$ cat src/rtl/vend_dispense_scheduler.sv
// Round-robin scheduler sharing one dispense motor between NUM_REQ selection panels.
// Optional per-product stock tracking and restock port are enabled by defining VEND_STOCK_EN.
module vend_dispense_scheduler #(
    parameter int unsigned NUM_REQ         = 2,
    parameter int unsigned CREDIT_W        = 4,
    parameter int unsigned DISPENSE_CYCLES = 4,
    parameter int unsigned PRICE0          = 1,
    parameter int unsigned PRICE1          = 2,
    parameter int unsigned PRICE2          = 3,
    parameter int unsigned PRICE3          = 3
`ifdef VEND_STOCK_EN
    ,
    parameter int unsigned STOCK_W         = 4,
    parameter int unsigned STOCK_INIT      = 3
`endif
) (
    input  logic                         clk,
    input  logic                         reset,
    input  logic [NUM_REQ-1:0]           req,
    input  logic [2*NUM_REQ-1:0]         sel,
    input  logic [CREDIT_W*NUM_REQ-1:0]  credit,
`ifdef VEND_STOCK_EN
    input  logic                         restock_valid,
    input  logic [1:0]                   restock_prod,
    input  logic [STOCK_W-1:0]           restock_qty,
`endif
    output logic [NUM_REQ-1:0]           gnt,
    output logic                         motor_on,
    output logic [1:0]                   motor_prod,
    output logic                         done,
    output logic [CREDIT_W-1:0]          change,
    output logic                         reject,
    output logic [1:0]                   reject_reason
);

    localparam int unsigned IW = (NUM_REQ > 1) ? $clog2(NUM_REQ) : 1;
    localparam int unsigned TW = $clog2(DISPENSE_CYCLES + 1);

    typedef enum logic [2:0] {StIdle, StCheck, StDispense, StDone, StReject} state_e;

    state_e                state_q, state_d;
    logic [IW-1:0]         rr_q, rr_d;
    logic [IW-1:0]         idx_q, idx_d;
    logic [1:0]            sel_q, sel_d;
    logic [CREDIT_W-1:0]   credit_q, credit_d;
    logic [TW-1:0]         timer_q, timer_d;
    logic [1:0]            reason_q, reason_d;
    logic                  pick_found;
    logic [IW-1:0]         pick_idx;
    logic [IW-1:0]         cand;
    logic                  stock_ok;
    logic [CREDIT_W-1:0]   price;
    logic [IW-1:0]         idx_next;

    always_comb begin
        case (sel_q)
            2'd0:    price = CREDIT_W'(PRICE0);
            2'd1:    price = CREDIT_W'(PRICE1);
            2'd2:    price = CREDIT_W'(PRICE2);
            default: price = CREDIT_W'(PRICE3);
        endcase
    end

    assign idx_next = (idx_q == IW'(NUM_REQ - 1)) ? '0 : idx_q + 1'b1;

    always_ff @(posedge clk or posedge reset) begin
        if (reset) begin
            state_q  <= StIdle;
            rr_q     <= '0;
            idx_q    <= '0;
            sel_q    <= '0;
            credit_q <= '0;
            timer_q  <= '0;
            reason_q <= '0;
        end else begin
            state_q  <= state_d;
            rr_q     <= rr_d;
            idx_q    <= idx_d;
            sel_q    <= sel_d;
            credit_q <= credit_d;
            timer_q  <= timer_d;
            reason_q <= reason_d;
        end
    end

    always_comb begin
        state_d       = state_q;
        rr_d          = rr_q;
        idx_d         = idx_q;
        sel_d         = sel_q;
        credit_d      = credit_q;
        timer_d       = '0;
        reason_d      = reason_q;
        gnt           = '0;
        motor_on      = 1'b0;
        motor_prod    = '0;
        done          = 1'b0;
        change        = '0;
        reject        = 1'b0;
        reject_reason = '0;
        pick_found    = 1'b0;
        pick_idx      = '0;
        cand          = '0;

        if (state_q != StIdle) gnt[idx_q] = 1'b1;

        case (state_q)
            StIdle: begin
                // First requester at or after the rr pointer, wrapping around.
                for (int unsigned k = 0; k < NUM_REQ; k++) begin
                    cand = IW'((32'(rr_q) + k) % NUM_REQ);
                    if (!pick_found && req[cand]) begin
                        pick_found = 1'b1;
                        pick_idx   = cand;
                    end
                end
                if (pick_found) begin
                    idx_d    = pick_idx;
                    sel_d    = sel[2*pick_idx +: 2];
                    credit_d = credit[CREDIT_W*pick_idx +: CREDIT_W];
                    state_d  = StCheck;
                end
            end
            StCheck: begin
                if (!stock_ok) begin
                    reason_d = 2'b10;
                    state_d  = StReject;
                end else if (credit_q < price) begin
                    reason_d = 2'b01;
                    state_d  = StReject;
                end else begin
                    state_d  = StDispense;
                end
            end
            StDispense: begin
                motor_on   = 1'b1;
                motor_prod = sel_q;
                if (timer_q == TW'(DISPENSE_CYCLES - 1)) state_d = StDone;
                else timer_d = timer_q + 1'b1;
            end
            StDone: begin
                done    = 1'b1;
                change  = credit_q - price;
                rr_d    = idx_next;
                state_d = StIdle;
            end
            StReject: begin
                reject        = 1'b1;
                reject_reason = reason_q;
                rr_d          = idx_next;
                state_d       = StIdle;
            end
            default: state_d = StIdle;
        endcase
    end

`ifdef VEND_STOCK_EN
    logic [STOCK_W-1:0] stock_q [4];
    logic [STOCK_W-1:0] stock_d [4];
    logic [STOCK_W:0]   sum;

    assign stock_ok = (stock_q[sel_q] != '0);

    // Restock saturates first, then a completing dispense of the same product takes one.
    always_comb begin
        sum = '0;
        for (int p = 0; p < 4; p++) begin
            stock_d[p] = stock_q[p];
            if (restock_valid && restock_prod == 2'(p)) begin
                sum        = {1'b0, stock_q[p]} + {1'b0, restock_qty};
                stock_d[p] = sum[STOCK_W] ? '1 : sum[STOCK_W-1:0];
            end
            if (state_q == StDone && sel_q == 2'(p)) stock_d[p] = stock_d[p] - 1'b1;
        end
    end

    always_ff @(posedge clk or posedge reset) begin
        if (reset) begin
            for (int p = 0; p < 4; p++) stock_q[p] <= STOCK_W'(STOCK_INIT);
        end else begin
            for (int p = 0; p < 4; p++) stock_q[p] <= stock_d[p];
        end
    end
`else
    assign stock_ok = 1'b1;
`endif

endmodule

$ cat config.mk
export PLATFORM = sky130hd
export DESIGN_NAME = vend_dispense_scheduler
export DESIGN_NICKNAME = d
export VERILOG_FILES = /design/src/rtl/vend_dispense_scheduler.sv
export SDC_FILE = /design/constraint.sdc
export NUM_CORES = 1
export LEC_CHECK = 0
export ABC_AREA = 1
export BUFFER_PORTS_ARGS = -buffer_cell sky130_fd_sc_hd__buf_4
export CAP_MARGIN = 30
export CORE_MARGIN = 2
export CORE_UTILIZATION = 49
export DETAILED_ROUTE_END_ITERATION = 6
export GPL_ROUTABILITY_DRIVEN = 1
export GPL_TIMING_DRIVEN = 0
export PLACE_DENSITY_LB_ADDON = 0.2
export SLEW_MARGIN = 10
export SYNTH_ARGS = -nofsm -noshare
export SYNTH_HDL_FRONTEND = slang
export SYNTH_SLANG_ARGS = --single-unit
$ cat constraint.sdc
create_clock -name clk -period 1.8 [get_ports clk]
set_input_delay 0.18 -clock clk [delete_from_list [all_inputs] [get_ports clk]]
set_output_delay 0.18 -clock clk [all_outputs]
set_load 0.005 [all_outputs]
==> parameters.txt, run 1 <==
Parameter                              Value

Detailed routing
  Vias    about 860
  Post-detailed-route wirelength per cell    10.25 um
  Number of iterations in the first detailed-routing pass    4
  Top layer reached by signal wires    met4
  Antenna-violating nets left    0
  DRT met1 WL    817 um
  Routed length on met2    1006 um
  Ratio of routed vias to standard cells    roughly 4.5
  Number of DRC violations after detailed-routing iteration 0    9
  Remaining routing DRC violations    0
  Routed Wire Length    a little under 2000 um
  Met3 Wirelength    approximately 100 um

Logic synthesis
  Part of the Yosys area used for sequential elements    40.49%
  Fraction of synthesized cell area taken by the top area cell type    40.49%
  Synth warn    0
  Area contributors post-synth    sky130_fd_sc_hd__dfrtp_1 40%, sky130_fd_sc_hd__nand2_1 17%, sky130_fd_sc_hd__inv_1 7.3%
  Avg Inst Size Synth    around 7.4 um^2
  Synthesized cell area    between 900 and 1000 um^2
  Most repeated cell in the gate-level netlist after synthesis    sky130_fd_sc_hd__nand2_1
  Area leader, netlist    sky130_fd_sc_hd__dfrtp_1
  Syn_nets    146
  Most used standard cells in the synthesized netlist    41 x sky130_fd_sc_hd__nand2_1, 18 x sky130_fd_sc_hd__inv_1, 15 x sky130_fd_sc_hd__dfrtp_1, 15 x sky130_fd_sc_hd__nor2_1, 11 x sky130_fd_sc_hd__nand3_1
  Number of synthesized flops with an enable pin    0
  Yosys cell types    22
  Post-Syn Instances    between 100 and 150
  Count of state elements after synthesis    15
  Most common flop cell mapped by yosys    sky130_fd_sc_hd__dfrtp_1
  Proportion of register bits with asynchronous set or reset after synthesis    between 90% and 100%

Power
  Switching part of the total power    a little over two fifths
  Net load switching power    between 800 and 900 uW
  Internal power    between 1000 and 1500 uW
  Leakage    between 0.0007 and 0.0008 uW
  Worst voltage drop across the vdd grid    approximately 800 uV
  Clock Power Share    under 10%
  Fraction of power consumed by sequential logic    a little under 30%
  Gate power share    slightly above 60%
  Power per cell area    about 1600 nW/um^2

Setup path
  Highest fanout seen on the critical path    3
  Startpoint of the most critical register-to-register path    sel_q[1]
  Required time worst endpoint    between 1.5 and 2 ns
  CP max stage delay    0.42 ns
  Worst setup slack for register-to-register paths    roughly 0.25 ns
  Data arrival at the endpoint of the critical path    1.85 ns
  Cell with the largest stage delay on the worst path    sky130_fd_sc_hd__dfrtp_1
  Capturing element type of the critical path    output port
  Cell-by-cell trace of the critical path    inv_2 -> nand2_1 -> ha_2 -> fa_2 -> or2_4 -> a21oi_2 -> buf_4
  Worst Reg-to-Reg Cells    7
  Crit path launch type    flop
  Classification of the worst setup path    reg -> out
  End point of the critical path    change[2]
  Worst reg2reg endpoint    state_q[1]
  Launch point of the worst path    sel_q[1]

Placement
  PortBufs    26
  Half-perimeter wire length of the detailed placement result    1416 um
  Post-placement cell area    1154 um^2
  Placed cells    approximately 180
  Final weighted congestion of routability-driven global placement    between 0.7 and 0.8

CTS
  Worst skew pair latency    around 0.28 ns
  Clock buffer count from CTS    3
  Clk slew on worst S/H paths    about 0.09 ns
  Clock tree from TritonCTS    done
  TritonCTS Sinks    15
  CTS H-tree lvls    1
  Clk buf depth    2
  Buffer type at the clock tree root    sky130_fd_sc_hd__clkbuf_4

Layout
  Final Net Count    187
  Ratio of cells with drive above 1 in the final layout    a little over a third
  Count of filler cells inserted in the layout    139
  Final std cell area, no fill    around 1300 um^2
  Filler-free cell count of the finished design    191
  Multi-input logic area    about 470 um^2
  ANT cells    0
  Post-layout util    between 70 and 80%
  Area taken by flip-flops and latches    approximately 380 um^2
  Area growth, synth to finish    40.35%

Die
  Die Outline Area    between 2000 and 2500 um^2
  Row count    15
  Width of the chip    approximately 48 um
  Ports placed on the boundary    29
  Core region area    between 1500 and 2000 um^2
  DIE HEIGHT    47.50 um
  Effective utilization at floorplan    a little over half

Timing
  Worst slew margin relative to its limit    a little under two thirds
  Total count of hold-check failures in the final report    0
  Layout Skew    around 0.0008 ns
  Count of final max-slew check failures    0
  Minimum setup slack in the final design    -0.2288 ns
  Final-report setup violation count    3
  Actual slew at the worst max-slew pin    between 0.5 and 0.6 ns
  Unrepaired setup endpoints after global routing    yes
  Final min period    about 2 ns
  F_max    between 0.4 and 0.5 GHz
  Part of the cycle the worst path needs    112.7%
  Total negative slack for setup checks    -0.4175 ns

Status
  Status    complete, but fails checks
  Failing checks    negative setup slack

GRT
  Overall track demand over capacity in global routing    between 20% and 30%
  Number of antenna violations at the first check in global routing    0
  Largest net degree at the start of global routing    16
  First-pass GRT wire length    between 3000 and 4000 um
  Via count of the first global-routing pass    between 700 and 800
  Residual overflow from global routing    0

Worst hold path
  Tightest Hold Check Type    in -> reg
  Worst Hold Path Cells    5

Flow run
  Max cap viols    0
## layer usage
layer	vias to the layer above	track usage (%)
met1	365	26.42
met4	0	10.00
met2	28	37.57
met5	-	0
met3	4	4.151
li1	460	-
## layout make-up
cell class | count | share of cell area, %
inverter | 21 | 6.250
clock buffer | 4 | 2.019
sequential | 15 | 28.85
tap | 25 | 2.404
buffer | 2 | 1.442
timing repair buffer | 36 | 22.69
multi-input combinational | 88 | 36.35
## cell usage in the layout, fill, tap and decap left out, drive strengths merged
master | synthesis | final
nor2 | 19 | 19
fa | 1 | 1
o21ai | 4 | 4
clkbuf | 0 | 4
nand3 | 11 | 11
or2 | 1 | 1
a21oi | 2 | 2
nand2 | 45 | 45
conb | 1 | 1
buf | 2 | 37
dlygate4sd3 | 0 | 1
dfrtp | 15 | 15
nor3 | 1 | 1
inv | 21 | 21
ha | 3 | 3
## critical path: cells and delay by family (launching register included)
kind | cells | cell delay, ns
fa+ha+maj | 2 | 0.54
flops | 1 | 0.42
simple gates | 2 | 0.31
buf+inv | 2 | 0.19
compound gates | 1 | 0.11
## metrics by stage
| step | worst slack, ns | hold WS, ns | power [uW] |
|---|---|---|---|
| 2_1_floorplan | 0.1454 | 0.08148 | 1255 |
| 3_3_place_gp | -0.00008160 | 0.2618 | 1534 |
| 3_5_place_dp | -0.01654 | 0.2596 | 1577 |
| 4_1_cts | -0.1919 | 0.1758 | 1976 |
| 5_1_grt | -0.3277 | 0.1891 | 2235 |
| 6_report | -0.2288 | 0.1724 | 2019 |
## state kept, by name (all words and copies together), names as in the netlist
name / count
reason_q: 1
timer_q: 3
idx_q: 1
state_q: 3
credit_q: 4
rr_q: 1
sel_q: 2
## cells by family after synthesis
| group | synth area share (%) |
|---|---|
| adders and majority gates | 6.208 |
| DFF | 40.49 |
| buffers and inverters | 10.80 |
| AOI/OAI and AO/OA | 3.238 |
| and+or+nand+nor | 38.87 |
| other | 0.4045 |
## how the worst min path moves through the flow
stage / startpoint / endpoint
floorplan: reset / credit_q[0]
global placement: reset / timer_q[0]
detailed placement: reset / timer_q[1]
CTS: credit[2] / credit_q[2]
global route: credit[0] / credit_q[0]
finish: credit[2] / credit_q[2]
## power groups by stage
stage / clock (uW) / sequential, uW / combinational [uW]
floorplan: 0 / 561 / 694
global placement: 0 / 582 / 952
detailed placement: 0 / 591 / 986
CTS: 194 / 582 / 1200
global route: 214 / 615 / 1410
finish: 192 / 594 / 1230
## what timing repair did
action                                  in CTS  in global routing
hold buffers                                 1                  0
gates resized for setup                     12                  2
setup buffers                                8                  2
pin swaps                                    2                  1
endpoints found under the setup margin       2                  3
endpoints found under the hold margin       15                  0
No activity file was read; power rests on OpenSTA's default activity.
==> run 2, diff against run 1 <==
--- a/config.mk
+++ b/config.mk
@@ -8,7 +8,6 @@
 export ABC_AREA = 1
 export BUFFER_PORTS_ARGS = -buffer_cell sky130_fd_sc_hd__buf_4
 export CAP_MARGIN = 30
-export CORE_MARGIN = 2
 export CORE_UTILIZATION = 49
 export DETAILED_ROUTE_END_ITERATION = 6
 export GPL_ROUTABILITY_DRIVEN = 1
==> parameters.txt, run 2 (synthesis gave the netlist of run 1 again) <==
Parameter                              Value

Status
  Status    complete, but fails checks (unchanged)
  Failing checks    negative setup slack (unchanged)

Die
  Effective utilization at floorplan    53.12% (unchanged)
  Width of the chip    45.50 um (was 47.50 um)
  Ports placed on the boundary    29 (unchanged)
  DIE HEIGHT    45.50 um (was 47.50 um)
  Core region area    1745 um^2 (unchanged)
  Die Outline Area    2070 um^2 (was 2256 um^2)
  Row count    15 (unchanged)

Detailed routing
  Ratio of routed vias to standard cells    4.688 (was 4.487)
  Number of iterations in the first detailed-routing pass    4 (unchanged)
  Antenna-violating nets left    0 (unchanged)
  Routed Wire Length    1945 um (was 1958 um)
  Vias    886 (was 857)
  Remaining routing DRC violations    0 (unchanged)
  Number of DRC violations after detailed-routing iteration 0    11 (was 9)
  Post-detailed-route wirelength per cell    10.29 um (was 10.25 um)

Timing
  Unrepaired setup endpoints after global routing    yes (unchanged)
  Layout Skew    0.0007283 ns (was 0.0007991 ns)
  Actual slew at the worst max-slew pin    0.5525 ns (was 0.5428 ns)
  Total count of hold-check failures in the final report    0 (unchanged)
  Part of the cycle the worst path needs    111.9% (was 112.7%)
  Count of final max-slew check failures    0 (unchanged)
  Worst slew margin relative to its limit    63.13% (was 63.78%)
  Minimum setup slack in the final design    -0.2145 ns (was -0.2288 ns)
  Final-report setup violation count    2 (was 3)
  Final min period    2.015 ns (was 2.029 ns)
  F_max    0.4964 GHz (was 0.4929 GHz)

Setup path
  Worst setup slack for register-to-register paths    0.28 ns (was 0.25 ns)
  Capturing element type of the critical path    output port (unchanged)
  Crit path launch type    flop (unchanged)
  Highest fanout seen on the critical path    3 (unchanged)
  Classification of the worst setup path    reg -> out (unchanged)
  Worst Reg-to-Reg Cells    8 (was 7)
  Worst reg2reg endpoint    reason_q[0] (was state_q[1])
  Startpoint of the most critical register-to-register path    sel_q[1] (unchanged)
  Required time worst endpoint    1.62 ns (about the same)
  End point of the critical path    change[2] (unchanged)
  Launch point of the worst path    sel_q[1] (unchanged)
  Data arrival at the endpoint of the critical path    1.83 ns (was 1.85 ns)

CTS
  Clock tree from TritonCTS    done (unchanged)
  Clk slew on worst S/H paths    0.08 ns (was 0.09 ns)
  Worst skew pair latency    0.27 ns (was 0.28 ns)
  CTS H-tree lvls    1 (unchanged)
  Buffer type at the clock tree root    sky130_fd_sc_hd__clkbuf_4 (unchanged)
  Clock buffer count from CTS    3 (unchanged)
  TritonCTS Sinks    15 (unchanged)
  Clk buf depth    2 (unchanged)

Placement
  Placed cells    177 (unchanged)
  Placement-stage worst setup slack    -0.02861 ns (was -0.01654 ns)
  Half-perimeter wire length of the detailed placement result    1384 um (was 1416 um)
  PortBufs    26 (unchanged)
  Final weighted congestion of routability-driven global placement    0.7683 (was 0.7758)

GRT
  First-pass GRT wire length    3111 um (was 3387 um)
  Number of antenna violations at the first check in global routing    0 (unchanged)
  Residual overflow from global routing    0 (unchanged)
  Overall track demand over capacity in global routing    20.83% (was 21.89%)
  Largest net degree at the start of global routing    16 (unchanged)
  Via count of the first global-routing pass    777 (was 796)

Power
  Switching part of the total power    43.33% (was 43.17%)
  Net load switching power    858.4 uW (was 871.7 uW)
  Gate power share    60.6% (was 61.1%)
  Internal power    1123 uW (was 1147 uW)
  Clock Power Share    9.4% (was 9.5%)
  Total Power Consumption    1981 uW (was 2019 uW)
  Fraction of power consumed by sequential logic    30.0% (was 29.4%)
  Power per cell area    1549 nW/um^2 (was 1552 nW/um^2)
  Worst voltage drop across the vdd grid    770.6 uV (was 803.0 uV)
  Leakage    0.0007344 uW (was 0.0007439 uW)

Layout
  Count of filler cells inserted in the layout    147 (was 139)
  Number of flip-flops in the largest register    4 (unchanged)
  ANT cells    0 (unchanged)
  Final Net Count    185 (was 187)
  Area taken by flip-flops and latches    375.4 um^2 (unchanged)
  Ratio of cells with drive above 1 in the final layout    34.15% (was 35.54%)
  Area growth, synth to finish    37.92% (was 40.35%)
  Biggest register    credit_q (unchanged)
  Most frequent standard cell in the layout excluding fill and tap cells    sky130_fd_sc_hd__nand2_1 (unchanged)
  Top Registers    credit_q: 4 flops, state_q: 3 flops, timer_q: 3 flops (unchanged)
  Multi-input logic area    465.4 um^2 (was 473.0 um^2)
  Top library cells by usage in the layout, fill and taps aside    41 x sky130_fd_sc_hd__nand2_1, 28 x sky130_fd_sc_hd__buf_4, 17 x sky130_fd_sc_hd__inv_1 (was 41 x sky130_fd_sc_hd__nand2_1, 30 x sky130_fd_sc_hd__buf_4, 17 x sky130_fd_sc_hd__inv_1)
  Filler-free cell count of the finished design    189 (was 191)
  Post-layout util    73.26% (was 74.55%)

Worst hold path
  Tightest Hold Check Type    in -> reg (unchanged)

Flow run
  Max cap viols    0 (unchanged)
## run 2: cell count changes in the layout (fill, tap and decap cells not counted), sizes merged
cell,delta
buf,-2
## run 2: worst min-delay path by stage
| stage | startpoint | endpoint | slack [ns] | cells past startpoint |
|---|---|---|---|---|
| floorplan | reset | credit_q[0] | 0.08 | 1 |
| detailed placement | reset | timer_q[0] | 0.26 | 2 |
| global route | credit[3] | credit_q[3] | 0.20 | 5 |
| global placement | reset | timer_q[0] | 0.26 | 2 |
| finish | credit[2] | credit_q[2] | 0.18 | 5 |
| CTS | credit[2] | credit_q[2] | 0.18 | 5 |
## run 2: power groups by stage
stage	logic (uW)	registers, uW	clock network (uW)
after CTS	1210	583	190
final	1200	594	186
after floorplan	694	561	0
after detailed placement	983	591	0
after global placement	952	583	0
after global routing	1350	609	202
## run 2: what timing repair did
action / CTS / global route
buffers inserted: 9 / 0
pin swaps: 2 / 1
setup endpoints to repair: 2 / 3
hold buffers: 1 / 0
endpoints found under the hold margin: 15 / 0
resized for setup: 11 / 3
## run 2: routing by layer
layer / wire (um) / part of all wire [%] / global-route usage [%] / vias up
li1: - / - / - / 456
met1: 841 / 43 / 23.62 / 399
met2: 999 / 51 / 38.29 / 27
met3: 76 / 3.9 / 1.587 / 4
met4: 29 / 1.5 / 10.91 / 0
met5: 0 / 0 / 0 / -
## run 2: final cells by class
class | instances | share of cell area, %
Buffer | 2 | 1.468
Clock buffer | 4 | 2.055
Inverter | 21 | 6.360
Multi-Input combinational cell | 88 | 36.40
Sequential cell | 15 | 29.35
Tap cell | 25 | 2.446
Timing Repair Buffer | 34 | 21.92
## run 2: through the flow
stage          cell area, um^2  hold WS [ns]    TNS, ns
3_3_place_gp              1154        0.2585  -0.002045
5_1_grt                   1279        0.2026    -0.4036
4_1_cts                   1295        0.1791    -0.3435
2_1_floorplan            927.1       0.08148          0
3_5_place_dp              1154        0.2597   -0.02861
6_report                  1279        0.1817    -0.2821
## run 2: critical path, stage by stage, from the launching register on
cell and delay [ns]:
sky130_fd_sc_hd__dfrtp_1 0.42, sky130_fd_sc_hd__inv_2 0.07, sky130_fd_sc_hd__nand2_1 0.05, sky130_fd_sc_hd__ha_2 0.19
sky130_fd_sc_hd__fa_2 0.34, sky130_fd_sc_hd__or2_4 0.25, sky130_fd_sc_hd__a21oi_2 0.13, sky130_fd_sc_hd__buf_4 0.12
==> run 3, diff against run 2 <==
--- a/config.mk
+++ b/config.mk
@@ -6,7 +6,7 @@
 export NUM_CORES = 1
 export LEC_CHECK = 0
 export ABC_AREA = 1
-export BUFFER_PORTS_ARGS = -buffer_cell sky130_fd_sc_hd__buf_4
+export BUFFER_PORTS_ARGS = -buffer_cell sky130_fd_sc_hd__buf_2
 export CAP_MARGIN = 30
 export CORE_UTILIZATION = 49
 export DETAILED_ROUTE_END_ITERATION = 6
==> parameters.txt, run 3 (synthesis gave the netlist of run 1 again) <==
Parameter                              Value

Timing
  Total count of hold-check failures in the final report    0 (unchanged)
  Unrepaired setup endpoints after global routing    yes (unchanged)
  F_max    0.5087 GHz (was 0.4964 GHz)
  Final hold slack    0.1938 ns (was 0.1817 ns)
  Layout Skew    0.001709 ns (was 0.0007283 ns)
  Actual slew at the worst max-slew pin    0.5606 ns (was 0.5525 ns)
  Count of final max-slew check failures    0 (unchanged)
  Final-report setup violation count    2 (unchanged)
  Minimum setup slack in the final design    -0.1658 ns (was -0.2145 ns)
  Total negative slack for setup checks    -0.2043 ns (was -0.2821 ns)
  Part of the cycle the worst path needs    109.2% (was 111.9%)
  Worst slew margin relative to its limit    62.59% (was 63.13%)
  Final min period    1.966 ns (was 2.015 ns)

Die
  DIE HEIGHT    45.50 um (unchanged)
  Die Outline Area    2070 um^2 (unchanged)
  Width of the chip    45.50 um (unchanged)
  Effective utilization at floorplan    53.12% (unchanged)
  Core region area    1745 um^2 (unchanged)
  Row count    15 (unchanged)
  Ports placed on the boundary    29 (unchanged)

Layout
  Biggest register    credit_q (unchanged)
  Final Net Count    181 (was 185)
  Final std cell area, no fill    1174 um^2 (was 1279 um^2)
  Number of flip-flops in the largest register    4 (unchanged)
  Area growth, synth to finish    26.59% (was 37.92%)
  Top library cells by usage in the layout, fill and taps aside    40 x sky130_fd_sc_hd__nand2_1, 26 x sky130_fd_sc_hd__buf_2, 17 x sky130_fd_sc_hd__inv_1 (was 41 x sky130_fd_sc_hd__nand2_1, 28 x sky130_fd_sc_hd__buf_4, 17 x sky130_fd_sc_hd__inv_1)
  Top Registers    credit_q: 4 flops, state_q: 3 flops, timer_q: 3 flops (unchanged)
  Ratio of cells with drive above 1 in the final layout    33.13% (was 34.15%)
  ANT cells    0 (unchanged)
  Post-layout util    67.24% (was 73.26%)
  Count of filler cells inserted in the layout    167 (was 147)
  Most frequent standard cell in the layout excluding fill and tap cells    sky130_fd_sc_hd__nand2_1 (unchanged)

Setup path
  Required time worst endpoint    1.62 ns (about the same)
  Crit path launch type    flop (unchanged)
  Data arrival at the endpoint of the critical path    1.79 ns (was 1.83 ns)
  Worst Reg-to-Reg Cells    8 (unchanged)
  Capturing element type of the critical path    output port (unchanged)
  Classification of the worst setup path    reg -> out (unchanged)
  Highest fanout seen on the critical path    3 (unchanged)

Detailed routing
  Routed Wire Length    1788 um (was 1945 um)
  Remaining routing DRC violations    0 (unchanged)
  Antenna-violating nets left    0 (unchanged)
  Number of iterations in the first detailed-routing pass    3 (was 4)
  Ratio of routed vias to standard cells    4.557 (was 4.688)
  Number of DRC violations after detailed-routing iteration 0    12 (was 11)
  Post-detailed-route wirelength per cell    9.665 um (was 10.29 um)
  Vias    843 (was 886)

GRT
  Overall track demand over capacity in global routing    19.75% (was 20.83%)
  Via count of the first global-routing pass    727 (was 777)
  Residual overflow from global routing    0 (unchanged)
  Largest net degree at the start of global routing    16 (unchanged)
  First-pass GRT wire length    2925 um (was 3111 um)
  Number of antenna violations at the first check in global routing    0 (unchanged)

CTS
  TritonCTS Sinks    15 (unchanged)
  Buffer type at the clock tree root    sky130_fd_sc_hd__clkbuf_4 (unchanged)
  Clock tree from TritonCTS    done (unchanged)
  Clk buf depth    2 (unchanged)
  CTS H-tree lvls    1 (unchanged)
  Clock buffer count from CTS    3 (unchanged)
  Clk slew on worst S/H paths    0.09 ns (was 0.08 ns)
  Worst skew pair latency    0.27 ns (about the same)

Flow run
  Max cap viols    0 (unchanged)

Worst hold path
  Worst Hold Path Cells    5 (unchanged)
  Tightest Hold Check Type    in -> reg (unchanged)

Status
  Failing checks    negative setup slack (unchanged)
  Status    complete, but fails checks (unchanged)

Placement
  Post-placement cell area    1089 um^2 (was 1154 um^2)
  PortBufs    26 (unchanged)
  Final weighted congestion of routability-driven global placement    0.7692 (was 0.7683)
  Half-perimeter wire length of the detailed placement result    1457 um (was 1384 um)

Power
  Power per cell area    1540 nW/um^2 (was 1549 nW/um^2)
  Leakage    0.0006976 uW (was 0.0007344 uW)
  Worst voltage drop across the vdd grid    681.5 uV (was 770.6 uV)
==> run 3: cell type report <==
type,count,area (um^2),share of cell area (%)
buffer,2,18.77,1.599
clock buffer,4,26.28,2.239
inverter,21,81.33,6.930
multi-input combinational,88,478.0,40.72
sequential,15,375.4,31.98
tap,25,31.28,2.665
timing repair buffer,30,162.7,13.86
==> run 3: repair_timing <==
| action | 4_1_cts | 5_1_grt |
|---|---|---|
| pin swaps | 4 | 2 |
| hold buffers | 1 | 0 |
| gates cloned | 0 | 0 |
| buffers inserted | 1 | 2 |
| endpoints found under the hold margin | 15 | 0 |
| resized for setup | 4 | 4 |
| setup endpoints to repair | 2 | 2 |
==> run 3: final timing paths <==
kind	slack (ns)	startpoint	end
max in group asynchronous	0.91	reset	credit_q[3]
min	0.19	sel[1]	sel_q[1]
max	-0.17	sel_q[1]	change[2]
min in group asynchronous	0.52	reset	timer_q[1]
min reg2reg	0.44	timer_q[0]	timer_q[0]
max reg2reg	0.33	sel_q[1]	reason_q[0]
==> run 3: through the flow <==
stage | total power [uW] | instances | setup slack (ns)
5_1_grt | 2014 | 185 | -0.2376
3_3_place_gp | 1468 | 177 | 0.01716
3_5_place_dp | 1524 | 177 | -0.005256
2_1_floorplan | 1255 | 126 | 0.1454
4_1_cts | 1763 | 183 | -0.2223
6_report | 1808 | 185 | -0.1658
==> run 3: critical path: stages (launching register included) <==
cell and delay, ns:
sky130_fd_sc_hd__dfrtp_1 0.42, sky130_fd_sc_hd__inv_2 0.07, sky130_fd_sc_hd__nand2_2 0.06, sky130_fd_sc_hd__ha_4 0.17, sky130_fd_sc_hd__fa_2 0.33, sky130_fd_sc_hd__or2_4 0.23, sky130_fd_sc_hd__a21oi_2 0.12, sky130_fd_sc_hd__buf_2 0.12
==> run 3: where the power goes <==
part	switching, uW	internal [uW]
Combinational	603	429
Clock	101	85.6
Sequential	110	480
Total	814	994
==> run 3: per-layer routing <==
metal	global-route usage, %	vias to the layer above	part of all wire (%)
met3	2.381	2	3.1
met4	7.273	0	0.78
met5	0	-	0
met1	25.13	377	45
li1	-	443	-
met2	34.00	21	51
